[src/rtl/alu_defs.sv]
// ALU control code encodings shared by the decoder and the execute stages.
`ifndef ALU_DEFS_SV
`define ALU_DEFS_SV

`define ALU_CTL_WIDTH 4

`define ALU_ADD  4'd0
`define ALU_SUB  4'd1
`define ALU_SLL  4'd2
`define ALU_SLT  4'd3
`define ALU_SLTU 4'd4
`define ALU_XOR  4'd5
`define ALU_SRL  4'd6
`define ALU_SRA  4'd7
`define ALU_OR   4'd8
`define ALU_AND  4'd9
`define ALU_LUI  4'd10
`define ALU_SEQ  4'd11
`define ALU_SNE  4'd12
`define ALU_SGE  4'd13
`define ALU_SGEU 4'd14

`endif

[src/rtl/alu_pkg.sv]
// Shared types for the ALU execute stage: state and shift-type enums, datapath width.
package alu_pkg;

  localparam int unsigned XLEN    = 32;
  localparam int unsigned SHAMT_W = 5;

  typedef enum logic [1:0] {
    IDLE,
    SHIFT,
    DONE
  } state_e;

  typedef enum logic [1:0] {
    SHT_SLL,
    SHT_SRL,
    SHT_SRA
  } shift_e;

endpackage

[src/rtl/alu_comb_core.sv]
// Combinational ALU function (add/sub/logic/compare/LUI) plus illegal-code flag.
// Shift codes are recognised here but their result is produced by the caller.
`ifndef ALU_DEFS_SV
`include "alu_defs.sv"
`endif

module alu_comb_core
  import alu_pkg::*;
#(
  parameter int unsigned CTL_WIDTH = `ALU_CTL_WIDTH
) (
  input  logic [CTL_WIDTH-1:0] ctl,
  input  logic [XLEN-1:0]      a,
  input  logic [XLEN-1:0]      b,
  output logic [XLEN-1:0]      result,
  output logic                 illegal
);

  always_comb begin
    result  = '0;
    illegal = 1'b0;
    case (ctl)
      `ALU_ADD:  result = a + b;
      `ALU_SUB:  result = a - b;
      `ALU_XOR:  result = a ^ b;
      `ALU_OR:   result = a | b;
      `ALU_AND:  result = a & b;
      `ALU_LUI:  result = b;
      `ALU_SLT:  result = {{(XLEN-1){1'b0}}, $signed(a) <  $signed(b)};
      `ALU_SGE:  result = {{(XLEN-1){1'b0}}, $signed(a) >= $signed(b)};
      `ALU_SLTU: result = {{(XLEN-1){1'b0}}, a <  b};
      `ALU_SGEU: result = {{(XLEN-1){1'b0}}, a >= b};
      `ALU_SEQ:  result = {{(XLEN-1){1'b0}}, a == b};
      `ALU_SNE:  result = {{(XLEN-1){1'b0}}, a != b};
      `ALU_SLL, `ALU_SRL, `ALU_SRA: result = '0;
      default:   illegal = 1'b1;
    endcase
  end

endmodule

[src/rtl/alu_exec_stage.sv]
// Registered single-entry ALU execute stage with valid/ready on both sides.
// Shifts iterate one bit per cycle unless ALU_FAST_SHIFT_EN selects a barrel shifter.
`ifndef ALU_DEFS_SV
`include "alu_defs.sv"
`endif

module alu_exec_stage
  import alu_pkg::*;
#(
  parameter int unsigned XLEN      = alu_pkg::XLEN,
  parameter int unsigned CTL_WIDTH = `ALU_CTL_WIDTH
) (
  input  logic                 clk,
  input  logic                 rst_n,
  input  logic                 flush,
  input  logic                 in_valid,
  output logic                 in_ready,
  input  logic [CTL_WIDTH-1:0] in_ctl,
  input  logic [XLEN-1:0]      in_a,
  input  logic [XLEN-1:0]      in_b,
  output logic                 out_valid,
  input  logic                 out_ready,
  output logic [XLEN-1:0]      out_result,
  output logic                 out_illegal
);

  state_e            state;
  logic [XLEN-1:0]   core_res;
  logic              core_ill;
  logic              is_shift;
  logic              accept;

  alu_comb_core #(.CTL_WIDTH(CTL_WIDTH)) u_core (
    .ctl     (in_ctl),
    .a       (in_a),
    .b       (in_b),
    .result  (core_res),
    .illegal (core_ill)
  );

  assign is_shift = (in_ctl == `ALU_SLL) || (in_ctl == `ALU_SRL) || (in_ctl == `ALU_SRA);
  assign in_ready = (state == IDLE) || ((state == DONE) && out_ready);
  assign accept   = in_valid && in_ready && !flush;

`ifdef ALU_FAST_SHIFT_EN
  logic [XLEN-1:0] shift_res;

  always_comb begin
    shift_res = '0;
    case (in_ctl)
      `ALU_SLL: shift_res = in_a << in_b[SHAMT_W-1:0];
      `ALU_SRL: shift_res = in_a >> in_b[SHAMT_W-1:0];
      `ALU_SRA: shift_res = $signed(in_a) >>> in_b[SHAMT_W-1:0];
      default:  shift_res = '0;
    endcase
  end
`else
  logic [XLEN-1:0]    acc;
  logic [SHAMT_W-1:0] cnt;
  shift_e             sh_type;
  shift_e             sh_sel;
  logic [XLEN-1:0]    step_res;

  always_comb begin
    sh_sel = SHT_SLL;
    if (in_ctl == `ALU_SRL) sh_sel = SHT_SRL;
    if (in_ctl == `ALU_SRA) sh_sel = SHT_SRA;
  end

  always_comb begin
    step_res = '0;
    case (sh_type)
      SHT_SLL: step_res = {acc[XLEN-2:0], 1'b0};
      SHT_SRL: step_res = {1'b0, acc[XLEN-1:1]};
      SHT_SRA: step_res = {acc[XLEN-1], acc[XLEN-1:1]};
      default: step_res = acc;
    endcase
  end
`endif

  // Accept is checked before DONE-drain so a completing result and a new op share a cycle.
  always_ff @(posedge clk or negedge rst_n) begin
    if (!rst_n) begin
      state       <= IDLE;
      out_valid   <= 1'b0;
      out_result  <= '0;
      out_illegal <= 1'b0;
`ifndef ALU_FAST_SHIFT_EN
      acc         <= '0;
      cnt         <= '0;
      sh_type     <= SHT_SLL;
`endif
    end else if (flush) begin
      state     <= IDLE;
      out_valid <= 1'b0;
`ifndef ALU_FAST_SHIFT_EN
      cnt       <= '0;
`endif
    end else if (accept) begin
      if (is_shift) begin
`ifdef ALU_FAST_SHIFT_EN
        out_result  <= shift_res;
        out_illegal <= 1'b0;
        out_valid   <= 1'b1;
        state       <= DONE;
`else
        acc         <= in_a;
        cnt         <= in_b[SHAMT_W-1:0];
        sh_type     <= sh_sel;
        out_illegal <= 1'b0;
        if (in_b[SHAMT_W-1:0] == '0) begin
          out_result <= in_a;
          out_valid  <= 1'b1;
          state      <= DONE;
        end else begin
          out_valid  <= 1'b0;
          state      <= SHIFT;
        end
`endif
      end else begin
        out_result  <= core_res;
        out_illegal <= core_ill;
        out_valid   <= 1'b1;
        state       <= DONE;
      end
    end else if ((state == DONE) && out_ready) begin
      state     <= IDLE;
      out_valid <= 1'b0;
    end
`ifndef ALU_FAST_SHIFT_EN
    else if (state == SHIFT) begin
      acc <= step_res;
      cnt <= cnt - 1'b1;
      if (cnt == SHAMT_W'(1)) begin
        out_result <= step_res;
        out_valid  <= 1'b1;
        state      <= DONE;
      end
    end
`endif
  end

endmodule
[config.mk]
export PLATFORM = sky130hd
export DESIGN_NAME = alu_exec_stage
export DESIGN_NICKNAME = d
export VERILOG_FILES = /design/src/rtl/alu_pkg.sv /design/src/rtl/alu_comb_core.sv /design/src/rtl/alu_exec_stage.sv
export VERILOG_INCLUDE_DIRS = /design/src /design/src/rtl
export SDC_FILE = /design/constraint.sdc
export NUM_CORES = 1
export LEC_CHECK = 0
export ABC_AREA = 1
export BUFFER_PORTS_ARGS = -buffer_cell sky130_fd_sc_hd__buf_2
export CORE_UTILIZATION = 60
export DETAILED_ROUTE_END_ITERATION = 8
export GPL_TIMING_DRIVEN = 0
export PLACE_DENSITY = 0.79
export SLEW_MARGIN = 20
export SYNTH_ARGS = -nofsm -noshare
export SYNTH_HDL_FRONTEND = slang
export SYNTH_SLANG_ARGS = --single-unit
export TNS_END_PERCENT = 100
[constraint.sdc]
create_clock -name clk -period 4.3 [get_ports clk]
set_input_delay 0.43 -clock clk [delete_from_list [all_inputs] [get_ports clk]]
set_output_delay 0.43 -clock clk [all_outputs]
set_load 0.01 [all_outputs]
==> flow_summary.toml, run 1 <==
[sta]
worst_slew_pin_slew_ns = 0.930
clock.fmax_mhz = 342
hold_viol = 0
slew-limit-headroom_pct = 38.0
number_of_setup_violations_in_the_final_report = 0
report.final.slew_viol_count = 0
min_period_over_period_pct = 68.0
post-route-min-period_ns = 2.92
timing.final.ws_setup_ns = 1.38
skew_ns = 0.00437
setup_total_negative_slack_ns = 0
rsz_0062_raised_after_global_routing = "no"

[global_routing]
antenna_found_initial = 0
gr-total-overflow = 0
via_count_of_the_first_global_routing_pass = 11600
track_usage_pct = 46.2
grt_start_max_net_pins = 54
grt_first_pass_wirelength_mm = 62.6

[floorplanning]
placementRows = 47
die_w_um = 133
design.die.area_sq_um = 17600
io_pins = 108
chipHeight_um = 133
starting_utilization_of_the_core_area_pct = 61.7
floorplan.core_area_sq_um = 16600

[job]
maxCapViolCount = 0

[detailed_routing]
ant_nets = 0
detail_route.wirelength_mm = 41.1
drc = 0
drt_first_iter_violations = 1944
post_drt_wl_per_cell_um = 20.2
via_density = 6.32
route.vias.total = 12900
dr.pass1.iters = 9

[placement]
portBuffers = 105
place_hpwl_mm = 32.7
placement.setup.worst_slack_ns = 1.21
gp_routability_congestion = 1.04
post_dp_cell_area_sq_um = 11100

[critical_path]
critical-path-slowest-cell = "o21ai_0"
critPathArrivalTime_ns = 3.15
capturing_element_type_of_the_critical_path = "flip-flop"
worstSetupPathType = "primary input to flip-flop"
crit_required_ns = 4.53
worst_path_most_repeated_cell = "nand2_1"
crit_path_cell_trace = "buf_2, inv_1, ha_1, buf_2, nand2_1, nor2_1, nand2_1, o21ai_0, nand2_1, nand2_1, nand2_1, nand3_1, nand3_1, nand2_1, a21boi_1"
worstSetupStartpoint = "in_a[10]"
worst_path_largest_cell_delay_ns = 0.65
path_max_fanout = 9
worst_r2r_path_cells = 7
reg2reg_to = "out_result[20]"
worst_setup_path_start_kind = "primary input"
rr_startpoint = "out_valid"
worst-r2r-setup-slack_ns = 1.62

[synthesis]
share_of_flip_flops_with_an_asynchronous_set_or_reset_after_synthesis_pct = 100
synth-adder-area-share_pct = 12.8
yosys_warnings = 0
synth_enable_flop_cells = 0
syn_avg_cell_area_sq_um = 6.05
synth.ff_latch_count = 74
dominantRegCellSynth = "dfrtp_1"
count_of_mapped_cells_out_of_synthesis = 1689
yosys.area_share.simple_pct = 32.1
main_combinational_cell_family_by_area_after_synthesis = "simple AND/OR/NAND/NOR gates"
post_synthesis_sequential_area_ratio_pct = 18.1
netlist_cell_types = 51
synthMuxAreaShare_pct = 0
synth.cell_area_sq_um = 10200
xor_xnor_cell_area_share_of_the_yosys_netlist_pct = 0.428
fraction_of_the_mapped_netlist_area_in_compound_gates_pct = 24.2
synth_nets = 1865

[layout]
final_common_cell = "nand2_1"
fin_util_pct = 68.5
nNetsFinal = 1983
num_antenna_cells = 0
multi_input_comb_area_sq_um = 7100
layout-area-overhead-vs-synth_pct = 11.1
postLayoutCellArea_sq_um = 11400
seqCellArea_sq_um = 1850
count_of_filler_cells_inserted_in_the_layout = 1586
most-common-layout-cells = "432 x nand2_1, 239 x inv_1, 164 x nor2_1"
drive_gt1_share_pct = 10.8

[power_and_ir_drop]
power_switching_share_pct = 46.5
p_per_area_nw_per_um2 = 353
internal_power_mw = 2.15
irDropWorstVdd_uv = 349
switchingPower_mw = 1.87
power.static_leakage_nw = 5.78
power_frac_seq_pct = 29.1
power.clock.fraction_pct = 19.3
combPwrFrac_pct = 51.6

[clock_network]
post_cts_hold_buffer_count = 1
cts_tree = "yes"
cts_post_setup_buffers_inserted = 0
cts-resized-gates = 0
max-clock-path-buffers = 2
number_of_cts_inserted_buffers = 9
clock_latency_ns = 0.34
cts_num_sinks = 74
clock_pin_slew_on_the_worst_setup_and_hold_paths_ns = 0.06
cts.htree.levels = 3
root_buffer = "clkbuf_16"

[min_path]
timing.hold.worst_path_depth = 3
min_delay_worst_endpoint = "state[0]"
timing.hold.worst.class = "primary input to flip-flop"
hold_path_startpoint = "in_b[4]"

[run_status]
run_status = "finished clean"
==> state kept, by name (all words and copies together) (netlist names) <==
name         flops
sh_type          2
out_valid        1
cnt              5
state            1
out_result      32
acc             32
out_illegal      1
==> power groups by stage <==
| stage | logic [mW] | clock network [mW] | registers [mW] |
|---|---|---|---|
| 2_1_floorplan | 1.30 | 0 | 1.18 |
| 3_3_place_gp | 1.93 | 0 | 1.15 |
| 3_5_place_dp | 1.98 | 0 | 1.16 |
| 4_1_cts | 2.00 | 0.762 | 1.16 |
| 5_1_grt | 2.25 | 0.792 | 1.19 |
| 6_report | 2.07 | 0.774 | 1.17 |
==> cells by family after synthesis <==
family          after synthesis
flops                        74
fa+ha+maj                   103
buf+inv                     318
simple gates                790
xor+xnor                      5
compound gates              399
==> critical path: cells and delay by family <==
kind	cells	cell delay [ns]
fa+ha+maj	1	0.27
compound gates	2	0.72
simple gates	9	1.27
buf+inv	3	0.44
==> worst max path at each step <==
stage,depth (start not counted),end
floorplan,11,out_result[8]
global placement,14,out_result[31]
detailed placement,14,out_result[31]
CTS,14,out_result[31]
global route,15,out_result[21]
finish,15,out_result[21]
==> synth_stat cells (5+ instances only) <==
library cell	n	area (sq um)
a211oi_1	24	180
a21boi_0	6	45.0
a21boi_1	8	60.1
a21oi_1	90	450
a221oi_1	25	219
a2bb2oi_1	5	43.8
a2bb2oi_2	9	135
a31oi_1	21	131
buf_2	40	200
clkbuf_1	23	86.3
dfrtp_1	74	1850
ha_1	101	1260
inv_1	239	897
nand2_1	432	1620
nand3_1	129	646
nand4_1	15	93.8
nor2_1	164	616
nor3_1	19	95.1
o211ai_1	7	52.6
o21ai_0	133	666
o21ai_1	6	30.0
o21bai_1	12	90.1
o22ai_1	36	225
or2_1	9	56.3
or2_2	6	37.5
==> per-layer routing <==
metal	GRT usage (%)	wire [um]
met3	8.31	5110
met2	70.8	17400
met1	59.4	15500
met4	31.2	3150
met5	0.833	0
==> stage by stage <==
stage	cells	hold slack [ns]	total power, mW
after floorplan	1689	0.134	2.47
after CTS	2032	0.429	3.92
after global routing	2032	0.448	4.23
final	2032	0.433	4.01
after detailed placement	2015	0.347	3.14
after global placement	2014	0.468	3.08
==> final cells by class <==
class / count / area share (%)
multi-input cells: 1297 / 62.5
clock buffers: 10 / 2.02
clock inverters: 6 / 0.595
flip-flops and latches: 74 / 16.3
well taps: 220 / 2.42
inverters: 244 / 8.06
repair buffers: 107 / 4.98
plain buffers: 74 / 3.16
No activity file was read; power rests on OpenSTA's default activity.
==> run 2: changes to the inputs <==
--- a/config.mk
+++ b/config.mk
@@ -6,7 +6,7 @@
 export SDC_FILE = /design/constraint.sdc
 export NUM_CORES = 1
 export LEC_CHECK = 0
-export ABC_AREA = 1
+export ABC_AREA = 0
 export BUFFER_PORTS_ARGS = -buffer_cell sky130_fd_sc_hd__buf_2
 export CORE_UTILIZATION = 60
 export DETAILED_ROUTE_END_ITERATION = 8
==> constraint.sdc (replaced) <==
create_clock -name clk -period 2.96 [get_ports clk]
set_input_delay 0.296 -clock clk [delete_from_list [all_inputs] [get_ports clk]]
set_output_delay 0.296 -clock clk [all_outputs]
set_load 0.01 [all_outputs]
==> run 2 against run 1 <==
Effect of this change:
- clock skew rose by 0.0036 ns
- synthesized cell count fell by 17%
- synthesized area fell by 2.1%
==> flow_summary.toml, run 2 <==
[clock_network]
clock_latency_ns = 0.35
cts_num_sinks = 74
clock_pin_slew_on_the_worst_setup_and_hold_paths_ns = 0.06
max-clock-path-buffers = 2
number_of_cts_inserted_buffers = 9
cts_tree = "yes"
root_buffer = "clkbuf_16"
cts.htree.levels = 3

[critical_path]
worst_setup_path_start_kind = "primary input"
critPathArrivalTime_ns = 3.14
capturing_element_type_of_the_critical_path = "flip-flop"
cpLargestDelayFamily = "compound AO/OA/AOI/OAI gates"
crit_required_ns = 3.15
crit_path_cell_trace = "buf_2, ha_1, fa_2, a21o_1, a2111oi_4, o21a_1, a21oi_2, o41ai_2, xnor2_1, a221oi_2, o221ai_1"
worst_r2r_path_cells = 8
reg2reg_to = "out_result[25]"
critical-path-slowest-cell = "a2111oi_4"
worstSetupPathType = "primary input to flip-flop"
critical_path_buf_inv_count = 1
rr_startpoint = "out_valid"
worst-r2r-setup-slack_ns = 0.14
worst_path_largest_cell_delay_ns = 0.44
path_max_fanout = 4

[sta]
setup_total_negative_slack_ns = 0
rsz_0062_raised_after_global_routing = "yes"
slew-limit-headroom_pct = 38.9
timing.final.ws_setup_ns = 0.00732
min_period_over_period_pct = 99.8
worst_slew_pin_slew_ns = 0.909
skew_ns = 0.00797
hold_viol = 0
clock.fmax_mhz = 339
post-route-min-period_ns = 2.95
number_of_setup_violations_in_the_final_report = 0
report.final.slew_viol_count = 0

[synthesis]
synth.cell_area_sq_um = 10000
netlist_cell_types = 96
syn_avg_cell_area_sq_um = 7.12
area_leader_netlist = "dfrtp_1"
count_of_mapped_cells_out_of_synthesis = 1407
yosys_warnings = 0
post_synthesis_sequential_area_ratio_pct = 18.5
synth_nets = 1583
synth_top_area_share_pct = 18.5
synth.ff_latch_count = 74
synth_enable_flop_cells = 0
share_of_flip_flops_with_an_asynchronous_set_or_reset_after_synthesis_pct = 100
post_synth_main_area_contributors = "dfrtp_1 18%, ha_1 13%, a21oi_1 8.5%, nor2_1 7.2%, o21ai_0 5.3%"
dominantRegCellSynth = "dfrtp_1"
synthMostInstantiatedCell = "nor2_1"
netlist_top_cells_count = "192 x nor2_1, 170 x a21oi_1, 107 x o21ai_0, 106 x inv_1, 104 x nand2_1"

[placement]
gp_routability_congestion = 1.05
post_dp_cell_area_sq_um = 10900
portBuffers = 105
place_hpwl_mm = 30.3
placement.setup.worst_slack_ns = -0.662

[job]
maxCapViolCount = 0

[global_routing]
gr-total-overflow = 0
grt_first_pass_wirelength_mm = 61.1
via_count_of_the_first_global_routing_pass = 10900
antenna_found_initial = 0
grt_start_max_net_pins = 54
track_usage_pct = 45.6

[floorplanning]
die_w_um = 131
floorplan.core_area_sq_um = 16100
io_pins = 108
starting_utilization_of_the_core_area_pct = 62.4
chipHeight_um = 131
placementRows = 46
design.die.area_sq_um = 17200

[detailed_routing]
route.vias.total = 12000
detail_route.wirelength_mm = 40.0
dr.pass1.iters = 6
ant_nets = 0
drt_first_iter_violations = 1795
post_drt_wl_per_cell_um = 22.8
via_density = 6.86
drc = 0

[layout]
layout_top_registers = "acc x32, out_result x32, cnt x5"
layout-area-overhead-vs-synth_pct = 14.5
num_antenna_cells = 0
most-common-layout-cells = "190 x nor2_1, 168 x a21oi_1, 123 x buf_2"
drive_gt1_share_pct = 15.8
final_common_cell = "nor2_1"
postLayoutCellArea_sq_um = 11500
nNetsFinal = 1707

[min_path]
timing.hold.worst_path_depth = 3
timing.hold.worst.class = "primary input to flip-flop"
hold_path_startpoint = "in_a[30]"
min_delay_worst_endpoint = "acc[30]"

[run_status]
run_status = "finished clean"

[power_and_ir_drop]
irDropWorstVdd_uv = 359
internal_power_mw = 3.39
power.clock.fraction_pct = 19.1
p_per_area_nw_per_um2 = 554
power.static_leakage_nw = 5.12
power_switching_share_pct = 46.6
power_frac_seq_pct = 27.5
combPwrFrac_pct = 53.4
switchingPower_mw = 2.96
==> run 2: cell count changes after synthesis, sizes merged, moves of 13 or more <==
cell    previous run  this run
buf               50        37
nand3            130        18
o211ai             7        24
clkbuf            24        59
nand2            434       104
o31ai              1        16
a22oi              0        22
nor2             169       194
o22ai             36         6
nor3              19        43
inv              241       108
o21ai            141       117
nand2b             0        17
a21oi             91       174
==> run 2: routing by layer <==
metal	GRT usage [%]	wire length, um
met5	0	0
met4	22.8	2030
met3	9.41	5790
met2	67.9	16800
met1	62.2	15400
==> run 2: layout make-up <==
cell class | count | area (sq um)
well taps | 216 | 270
repair buffers | 113 | 611
plain buffers | 96 | 425
clock buffers | 9 | 225
flip-flops and latches | 74 | 1850
fillers | 1406 | 4590
clock inverters | 6 | 92.6
inverters | 108 | 405
multi-input cells | 1129 | 7580
==> run 2: worst max path at each step <==
stage / depth (start not counted) / endpoint / slack, ns / from
global route: 14 / out_result[25] / -0.05 / in_a[10]
finish: 11 / out_result[16] / 0.007 / in_a[0]
CTS: 14 / out_result[0] / -0.01 / in_a[0]
floorplan: 13 / out_result[18] / 0.11 / in_a[0]
detailed placement: 11 / out_result[16] / -0.66 / in_a[0]
global placement: 11 / out_result[16] / -0.61 / in_a[0]
==> run 2: per-stage QoR <==
step	util, %	std cells	hold slack [ns]	total power, mW
after global placement	67.3	1728	0.457	4.84
after CTS	69.9	1747	0.320	6.14
after floorplan	-	1407	0.000409	3.87
after global routing	71.4	1751	0.330	6.73
final	71.4	1751	0.326	6.35
after detailed placement	67.6	1730	0.221	4.91
==> run 2: what timing repair did <==
action / CTS / global route
hold buffers: 1 / 0
buffers inserted: 1 / 4
gates cloned: 0 / 0
hold endpoints to repair: 21 / 0
setup endpoints to repair: 20 / 35
pin swaps: 2 / 20
gates resized for setup: 8 / 57
==> run 2: cell families after synthesis <==
family / synth area share [%]
compound gates: 35.5
xor+xnor: 1.40
fa+ha+maj: 13.0
buf+inv: 8.17
flops: 18.5
mux: 1.81
simple gates: 21.6
==> run 2: tightest hold or removal path, cell delays in order <==
cell     delay, ns
buf_2         0.14
a21oi_1       0.12
o21ai_0       0.07
==> run 2: power groups by stage <==
| stage | Combinational, mW | Clock, mW | Sequential (mW) |
|---|---|---|---|
| finish | 3.39 | 1.22 | 1.75 |
| detailed placement | 3.18 | 0 | 1.74 |
| global placement | 3.11 | 0 | 1.72 |
| global route | 3.72 | 1.24 | 1.77 |
| CTS | 3.22 | 1.20 | 1.72 |
| floorplan | 2.14 | 0 | 1.73 |
